==> config.mk <==
export PLATFORM = sky130hd
export DESIGN_NAME = spram_arbiter_flat
export DESIGN_NICKNAME = d
export VERILOG_FILES = /design/src/rtl/spram_arbiter_if.sv /design/src/rtl/spram_arbiter.sv /design/src/flat_wrapper.sv
export SDC_FILE = /design/constraint.sdc
export NUM_CORES = 1
export LEC_CHECK = 0
export ABC_AREA = 1
export CELL_PAD_IN_SITES_DETAIL_PLACEMENT = 0
export CELL_PAD_IN_SITES_GLOBAL_PLACEMENT = 1
export CORE_AREA = 2 2 84 86
export DETAILED_ROUTE_END_ITERATION = 8
export DIE_AREA = 0 0 86 88
export DONT_BUFFER_PORTS = 1
export PLACE_DENSITY = 0.77
export SYNTH_ARGS = -nofsm -noshare
export SYNTH_HDL_FRONTEND = slang
export SYNTH_SLANG_ARGS = --single-unit
==> constraint.sdc <==
create_clock -name clk -period 3.2 [get_ports clk]
set_input_delay 0.32 -clock clk [delete_from_list [all_inputs] [get_ports clk]]
set_output_delay 0.32 -clock clk [all_outputs]
set_load 0.005 [all_outputs]
==> src/rtl/spram_arbiter_if.sv <==
// Requester-side channel of the spram arbiter: request handshake plus read response.
// The requester uses the master modport; the arbiter uses the slave modport.
interface spram_arbiter_if #(
    parameter int WIDTH = 32,
    parameter int AW    = 5
);
    logic             req_valid;
    logic             req_ready;
    logic             req_we;
    logic [AW-1:0]    req_addr;
    logic [WIDTH-1:0] req_wdata;
    logic             rsp_valid;
    logic [WIDTH-1:0] rsp_rdata;

    modport master (
        output req_valid, req_we, req_addr, req_wdata,
        input  req_ready, rsp_valid, rsp_rdata
    );

    modport slave (
        input  req_valid, req_we, req_addr, req_wdata,
        output req_ready, rsp_valid, rsp_rdata
    );
endinterface

==> src/rtl/spram_arbiter.sv <==
// Two-requester round-robin arbiter in front of a single-port RAM.
// One access per cycle; reads return on the issuing requester's channel
// after one cycle (combinational RAM read) or two cycles (registered RAM read).
module spram_arbiter #(
    parameter int WIDTH     = 32,
    parameter int DEPTH     = 32,
    parameter int SYNC_READ = 0,
    localparam int AW       = $clog2(DEPTH)
) (
    input  logic              clk,
    input  logic              rst,
    spram_arbiter_if.slave    a_if,
    spram_arbiter_if.slave    b_if,
    output logic              o_ram_we,
    output logic              o_ram_en,
    output logic [AW-1:0]     o_ram_addr,
    output logic [WIDTH-1:0]  o_ram_din,
    input  logic [WIDTH-1:0]  i_ram_dout
);

    logic             r_prio;       // 0 = A wins a tie, 1 = B wins a tie
    logic             w_grant_a;
    logic             w_grant_b;
    logic             w_we_sel;
    logic             w_vld_p0;     // granted read entering the response pipe
    logic             w_own_p0;     // 0 = A, 1 = B
    logic             r_vld_p1;
    logic             r_own_p1;
    logic             w_out_vld;
    logic             w_out_own;
    logic             w_cap;
    logic [WIDTH-1:0] r_rdata;

    // Grant selection and RAM port drive; no access is issued while in reset.
    always_comb begin
        w_grant_a  = 1'b0;
        w_grant_b  = 1'b0;
        if (!rst) begin
            if (a_if.req_valid && b_if.req_valid) begin
                w_grant_a = !r_prio;
                w_grant_b = r_prio;
            end else begin
                w_grant_a = a_if.req_valid;
                w_grant_b = b_if.req_valid;
            end
        end
        // A's inputs are shown on the RAM bus whenever B is not granted.
        w_we_sel   = w_grant_b ? b_if.req_we    : a_if.req_we;
        o_ram_addr = w_grant_b ? b_if.req_addr  : a_if.req_addr;
        o_ram_din  = w_grant_b ? b_if.req_wdata : a_if.req_wdata;
        o_ram_we   = (w_grant_a || w_grant_b) && w_we_sel;
        o_ram_en   = (w_grant_a || w_grant_b) && !w_we_sel;
        w_vld_p0   = o_ram_en;
        w_own_p0   = w_grant_b;
    end

    assign a_if.req_ready = w_grant_a;
    assign b_if.req_ready = w_grant_b;

    // Priority flips to the requester that lost (or was absent) on every grant.
    always_ff @(posedge clk) begin
        if (rst) begin
            r_prio <= 1'b0;
        end else if (w_grant_a) begin
            r_prio <= 1'b1;
        end else if (w_grant_b) begin
            r_prio <= 1'b0;
        end
    end

    // ---- stage p0 -> p1: read tag registered at the end of the grant cycle
    always_ff @(posedge clk) begin
        if (rst) begin
            r_vld_p1 <= 1'b0;
            r_own_p1 <= 1'b0;
        end else begin
            r_vld_p1 <= w_vld_p0;
            r_own_p1 <= w_own_p0;
        end
    end

    generate
        if (SYNC_READ != 0) begin : g_sync_read
            logic r_vld_p2;
            logic r_own_p2;

            // ---- stage p1 -> p2: RAM output register is valid one cycle after the grant
            always_ff @(posedge clk) begin
                if (rst) begin
                    r_vld_p2 <= 1'b0;
                    r_own_p2 <= 1'b0;
                end else begin
                    r_vld_p2 <= r_vld_p1;
                    r_own_p2 <= r_own_p1;
                end
            end

            assign w_cap     = r_vld_p1;
            assign w_out_vld = r_vld_p2;
            assign w_out_own = r_own_p2;
        end else begin : g_comb_read
            assign w_cap     = w_vld_p0;
            assign w_out_vld = r_vld_p1;
            assign w_out_own = r_own_p1;
        end
    endgenerate

    // Shared read-data register; holds its value between responses.
    always_ff @(posedge clk) begin
        if (rst) begin
            r_rdata <= '0;
        end else if (w_cap) begin
            r_rdata <= i_ram_dout;
        end
    end

    assign a_if.rsp_valid = w_out_vld && !w_out_own;
    assign b_if.rsp_valid = w_out_vld && w_out_own;
    assign a_if.rsp_rdata = r_rdata;
    assign b_if.rsp_rdata = r_rdata;

endmodule

==> src/flat_wrapper.sv <==
// flat-port wrapper written by rule: the top's interface ports become plain ports
module spram_arbiter_flat 
#(
    parameter int WIDTH     = 32,
    parameter int DEPTH     = 32,
    parameter int SYNC_READ = 0,
    localparam int AW       = $clog2(DEPTH)
)
  (clk, rst, o_ram_we, o_ram_en, o_ram_addr, o_ram_din, i_ram_dout, a_if_req_valid, a_if_req_we, a_if_req_addr, a_if_req_wdata, a_if_req_ready, a_if_rsp_valid, a_if_rsp_rdata, b_if_req_valid, b_if_req_we, b_if_req_addr, b_if_req_wdata, b_if_req_ready, b_if_rsp_valid, b_if_rsp_rdata);
  spram_arbiter_if #(.WIDTH(WIDTH), .AW((5))) a_if_i ();
  spram_arbiter_if #(.WIDTH(WIDTH), .AW((5))) b_if_i ();
  input  logic clk;
  input  logic rst;
  output logic o_ram_we;
  output logic o_ram_en;
  output logic [AW-1:0] o_ram_addr;
  output logic [WIDTH-1:0] o_ram_din;
  input  logic [WIDTH-1:0] i_ram_dout;
  input wire logic [$bits(a_if_i.req_valid)-1:0] a_if_req_valid;
  input wire logic [$bits(a_if_i.req_we)-1:0] a_if_req_we;
  input wire logic [$bits(a_if_i.req_addr)-1:0] a_if_req_addr;
  input wire logic [$bits(a_if_i.req_wdata)-1:0] a_if_req_wdata;
  output wire logic [$bits(a_if_i.req_ready)-1:0] a_if_req_ready;
  output wire logic [$bits(a_if_i.rsp_valid)-1:0] a_if_rsp_valid;
  output wire logic [$bits(a_if_i.rsp_rdata)-1:0] a_if_rsp_rdata;
  input wire logic [$bits(b_if_i.req_valid)-1:0] b_if_req_valid;
  input wire logic [$bits(b_if_i.req_we)-1:0] b_if_req_we;
  input wire logic [$bits(b_if_i.req_addr)-1:0] b_if_req_addr;
  input wire logic [$bits(b_if_i.req_wdata)-1:0] b_if_req_wdata;
  output wire logic [$bits(b_if_i.req_ready)-1:0] b_if_req_ready;
  output wire logic [$bits(b_if_i.rsp_valid)-1:0] b_if_rsp_valid;
  output wire logic [$bits(b_if_i.rsp_rdata)-1:0] b_if_rsp_rdata;
  assign a_if_i.req_valid = a_if_req_valid;
  assign a_if_i.req_we = a_if_req_we;
  assign a_if_i.req_addr = a_if_req_addr;
  assign a_if_i.req_wdata = a_if_req_wdata;
  assign a_if_req_ready = a_if_i.req_ready;
  assign a_if_rsp_valid = a_if_i.rsp_valid;
  assign a_if_rsp_rdata = a_if_i.rsp_rdata;
  assign b_if_i.req_valid = b_if_req_valid;
  assign b_if_i.req_we = b_if_req_we;
  assign b_if_i.req_addr = b_if_req_addr;
  assign b_if_i.req_wdata = b_if_req_wdata;
  assign b_if_req_ready = b_if_i.req_ready;
  assign b_if_rsp_valid = b_if_i.rsp_valid;
  assign b_if_rsp_rdata = b_if_i.rsp_rdata;
  spram_arbiter #(.WIDTH(WIDTH), .DEPTH(DEPTH), .SYNC_READ(SYNC_READ)) u_core (.clk(clk), .rst(rst), .a_if(a_if_i), .b_if(b_if_i), .o_ram_we(o_ram_we), .o_ram_en(o_ram_en), .o_ram_addr(o_ram_addr), .o_ram_din(o_ram_din), .i_ram_dout(i_ram_dout));
endmodule
# After elaboration in Yosys (flattened, before gate mapping)
# Cells that the tools add are included.
[classes]
mux = 9
n_reduce_logical = 10
[op_table]
columns = ["operator", "count"]
rows = [
  ["$mux 32", 1],
  ["$mux 1", 7],
  ["$logic_and 1x1->1", 5],
  ["$mux 5", 1],
  ["$logic_not 1->1", 3],
  ["$reduce_bool 2->1", 1],
  ["$logic_or 1x1->1", 1],
]
[totals]
reg_bits = 35
inputBits = 112

# Logic depth before layout (Yosys ltp)
[depth]
ltp_word = 6
depth_mapped = 9
mapped_depth_nobuf = 8

# Worst setup path before layout
# Ideal clock, no wire load.
[synth_path]
path_kind = "input-to-output"
from = "input port b_if_req_valid"
to = "output port o_ram_din[10]"
arrival_time_ns = 1.109
path_slack_ns = 1.771
stages = 8
n_path_buf = 2
cell_sequence = "inv_1 > nor2_1 > nand2_1 > inv_1 > buf_2 > buf_2 > nand2_1 > nand2_1"
[synth_via]
elab_chain_cells = 4
[synth_rtl]
columns = ["item", "line", "text"]
rows = [
  ["from (decl)", "flat_wrapper.sv:26", "input wire logic [$bits(b_if_i.req_valid)-1:0] b_if_req_valid;"],
  ["$logic_and 1x1->1", "spram_arbiter.sv:39", "if (a_if.req_valid && b_if.req_valid) begin"],
  ["$mux 1 (*)", "spram_arbiter.sv:39", ""],
  ["$mux 1 (*)", "spram_arbiter.sv:38", "if (!rst) begin"],
  ["$mux 32 (*)", "spram_arbiter.sv:50", "o_ram_din = w_grant_b ? b_if.req_wdata : a_if.req_wdata;"],
  ["to (decl)", "flat_wrapper.sv:17", "output logic [WIDTH-1:0] o_ram_din;"],
]
# Mark *: on every way between the ends. The rest lies on a longest branch, timed or not.

# Worst setup path in the final report
[layout_path]
from = "register u_core.r_prio"
to = "output port o_ram_en"
[layout_via]
elab_chain_cells = 5
[layout_rtl]
columns = ["item", "line", "text"]
rows = [
  ["from (decl)", "spram_arbiter.sv:21", "logic r_prio;"],
  ["from (signal assigned)", "spram_arbiter.sv:63", "r_prio <= 1'b0;"],
  ["from (signal assigned)", "spram_arbiter.sv:65", "r_prio <= 1'b1;"],
  ["from (signal assigned)", "spram_arbiter.sv:67", "r_prio <= 1'b0;"],
  ["$mux 1 or $logic_not 1->1 (tied branches)", "spram_arbiter.sv:39, spram_arbiter.sv:40", ""],
  ["$mux 1 (on tied branches)", "spram_arbiter.sv:38, spram_arbiter.sv:39", ""],
  ["$mux 1 (on tied branches)", "spram_arbiter.sv:48, spram_arbiter.sv:38", ""],
  ["$logic_not 1->1 or $logic_or 1x1->1 (tied branches)", "spram_arbiter.sv:52", "o_ram_en = (w_grant_a || w_grant_b) && !w_we_sel;"],
  ["$logic_and 1x1->1 (*)", "spram_arbiter.sv:52", ""],
  ["to (decl)", "flat_wrapper.sv:15", "output logic o_ram_en;"],
]
# Marks and branches as above.

==> summary.md <==
Counting every sink on the clock net gives 35. The core area was 6640 µm². The layout cell share with drive strength beyond 1 is 0.0345.

By area the synthesized netlist is led by dfxtp_1 (28%), nand2_1 (27%), inv_1 (16%). Row generation in the floorplan step produced 30 rows. The worst setup path is launched from a flop.

Setup violations remaining at the end of the flow were counted as 0. The length of routed met2 wiring was 3150 µm; the clock latency of the later-clocked register in the worst-skew pair was 0.28 ns. The floorplan step set the die height to 88 µm. The max-slew headroom at the worst pin was 0.346; the number of hold buffers added after CTS was 0. For the maximum count of clock buffers along a single path, the log shows 2.

The tool flagged a number of max-cap violations equal to 0. The end-of-flow core utilization was 0.359. In this run the remaining antenna-violating nets after routing total 0. 0 antenna diodes ended up in the layout.

The tools report the I/O pin count as 219. Clock tree synthesis inserted a total of 5 buffers. Subtracting the final worst setup slack from the clock period gives 2.49 ns.

The aggregate negative setup slack came out at 0 ns. In the routed design, unresolved DRC markers number 0. STA classifies the critical path endpoint as an output port.

In this run the static leakage power is 1.48 nW. TritonCTS built the clock tree. By count the netlist is led by nand2_1 (179), inv_1 (107), buf_4 (35), dfxtp_1 (35), nor2_1 (34). The tools report the met3 wire length as 618 µm.

After detailed routing, the average wire length per cell comes to 13.3 µm. The setup path with the least slack is of type flop to output port. The area growth from synthesis to layout was -5.32%.

The overall fraction of global-route tracks in use was 0.152; the synthesis warning total was 0. The worst supply voltage drop on vdd was 0.191 mV; the number of enable-type register cells in the synthesized netlist was 0. Yosys instantiated no cell more often than nand2_1.

The first-pass GRT wire length came out at 9050 µm. The share of the clock period used by the worst path is 0.777. The number of setup buffers added after CTS is 0.

The clock arrives with 0.00421 ns of skew. After synthesis the netlist holds a flip-flop and latch count of 35. The run finished with clean final reports. For the worst setup path, the data required time is 2.88 ns. The number of different library cells in the post-synthesis netlist is 16. The run gives 6440 µm as the total wire length after detailed routing. The prevailing post-synth register cell was dfxtp_1. The initial antenna violation count is 0, and the estimated wirelength of the detail-placed design is 4810 µm. Measured along the x axis, the die boundary spans 86 µm.

Setup repair after global routing left no endpoint under its margin. The run gives 0.00103 W as the overall power of the completed layout. For the pin with the worst max-slew slack, the measured transition is 0.979 ns.

The first-pass iteration count of the detailed router is 4. The run gives 561 as the synthesized net count. The starting density of the core came out at 0.379. Max-slew violation total from the final report: 0.

For this block, the via count after detailed routing is 2,279. The post-synthesis cell type with the largest combined area is dfxtp_1. The count of mapped cells out of synthesis was 449; the clock-pin slew on the worst setup and hold paths was 0.07 ns. The final hold violation count is 0. The pin count of the biggest net entering global routing is 35. The congestion estimate from routability-driven global placement came to 0.799. The run gives 1,789 as the via count of the first global-routing pass. The path class of the tightest hold or removal check is input port to flop. At the end of the flow, the number of nets in the layout was 517.

Number of buffers added on ports: 0. The uppermost layer routed is met4. Dividing total power by cell area gives a power density of 431 nW/µm². The floorplan step defined a die boundary enclosing 7570 µm². The data arrival time of the critical path was 2.17 ns. In this run, post-CTS repair resized a total of 0 instances. The H-tree generated during clock tree synthesis spans 2 levels. Aggregate global routing overflow: 0. Static timing analysis puts the maximum clock frequency at 0.402 GHz.

The number of vias per cell works out to 4.69. After the first detailed-routing iteration, the DRC count stood at 81. The synthesized area per cell is 5.60 µm², and the mapped cell area is 2520 µm². The fraction of registers with async set/reset was 0; the sequential element share of the synthesized area was 0.278. The root buffer selected by CTS is clkbuf_8.

After detailed routing, the wire length on met1 is 2620 µm. The area share of the leading cell type in the synthesized netlist was 0.278; the top fanout value on the critical path was 34.
placed cells by master (no fill, tap or decap):
cell type / count
nor2_1: 34
nand4_1: 32
nor3_1: 1
nand3_4: 1
clkbuf_1: 1
nand2_2: 1
clkinv_2: 1
a211oi_1: 1
a21oi_4: 1
dfxtp_1: 35
buf_4: 4
nand3_1: 1
nand2_1: 179
clkinvlp_4: 1
a21boi_0: 1
clkbuf_8: 5
inv_1: 107
flip-flops by register name, summed over array words and instances (netlist names):
signal                 cells
u_core.r_vld_p1            1
u_core.a_if.rsp_rdata     32
u_core.r_prio              1
u_core.r_own_p1            1
power breakdown:
| group | total [W] | switching [W] | internal (W) |
|---|---|---|---|
| sequential | 0.000507 | 0.0000374 | 0.000469 |
| combinational | 0.000206 | 0.000139 | 0.0000674 |
| clock | 0.000314 | 0.000162 | 0.000152 |
cell families (layout without fill, tap and decap cells):
kind of cell | Yosys count | in the layout | synth area share
AND/OR/NAND/NOR | 249 | 249 | 0.411
buffers and inverters | 162 | 119 | 0.301
flip-flops | 35 | 35 | 0.278
AO/OA/AOI/OAI | 3 | 3 | 0.00945
stage by stage:
| step | cells | cell area (µm²) | setup slack [ns] | hold slack, ns |
|---|---|---|---|---|
| after floorplan | 449 | 2520 | 1.77 | 0.398 |
| after global placement | 478 | 2300 | 0.965 | 0.409 |
| after global routing | 486 | 2380 | 0.510 | 0.109 |
| after CTS | 486 | 2380 | 0.677 | 0.103 |
| final | 486 | 2380 | 0.713 | 0.119 |
| after detailed placement | 478 | 2300 | 0.918 | 0.408 |
critical path: stages (launching register included):
cell,delay (ns)
dfxtp_1,0.34
inv_1,0.06
nand2_1,0.08
nand2_1,0.15
nand2_2,0.54
nand3_4,0.50
inv_1,0.19
final cells by class:
| type | count | area [µm²] |
|---|---|---|
| clock buffers | 6 | 72.6 |
| clock inverters | 2 | 12.5 |
| fillers | 747 | 4260 |
| inverters | 107 | 402 |
| multi-input cells | 252 | 1060 |
| flip-flops and latches | 35 | 701 |
| well taps | 80 | 100 |
| repair buffers | 4 | 30.0 |
worst paths after layout:
kind,cells after the start,startpoint,slack [ns],endpoint
setup / recovery,6,u_core.r_prio,0.71,o_ram_en
hold / removal,1,rst,0.12,u_core.r_prio
setup reg to reg,8,u_core.r_prio,1.12,u_core.a_if.rsp_rdata[11]
hold reg to reg,2,u_core.r_prio,0.49,u_core.r_prio
per-layer routing:
metal,global-route usage,up-vias
li1,-,1171
met1,0.191,971
met2,0.251,133
met3,0.0537,4
met4,0.0390,0
met5,0,-
Power figures use the tool's default switching activity.
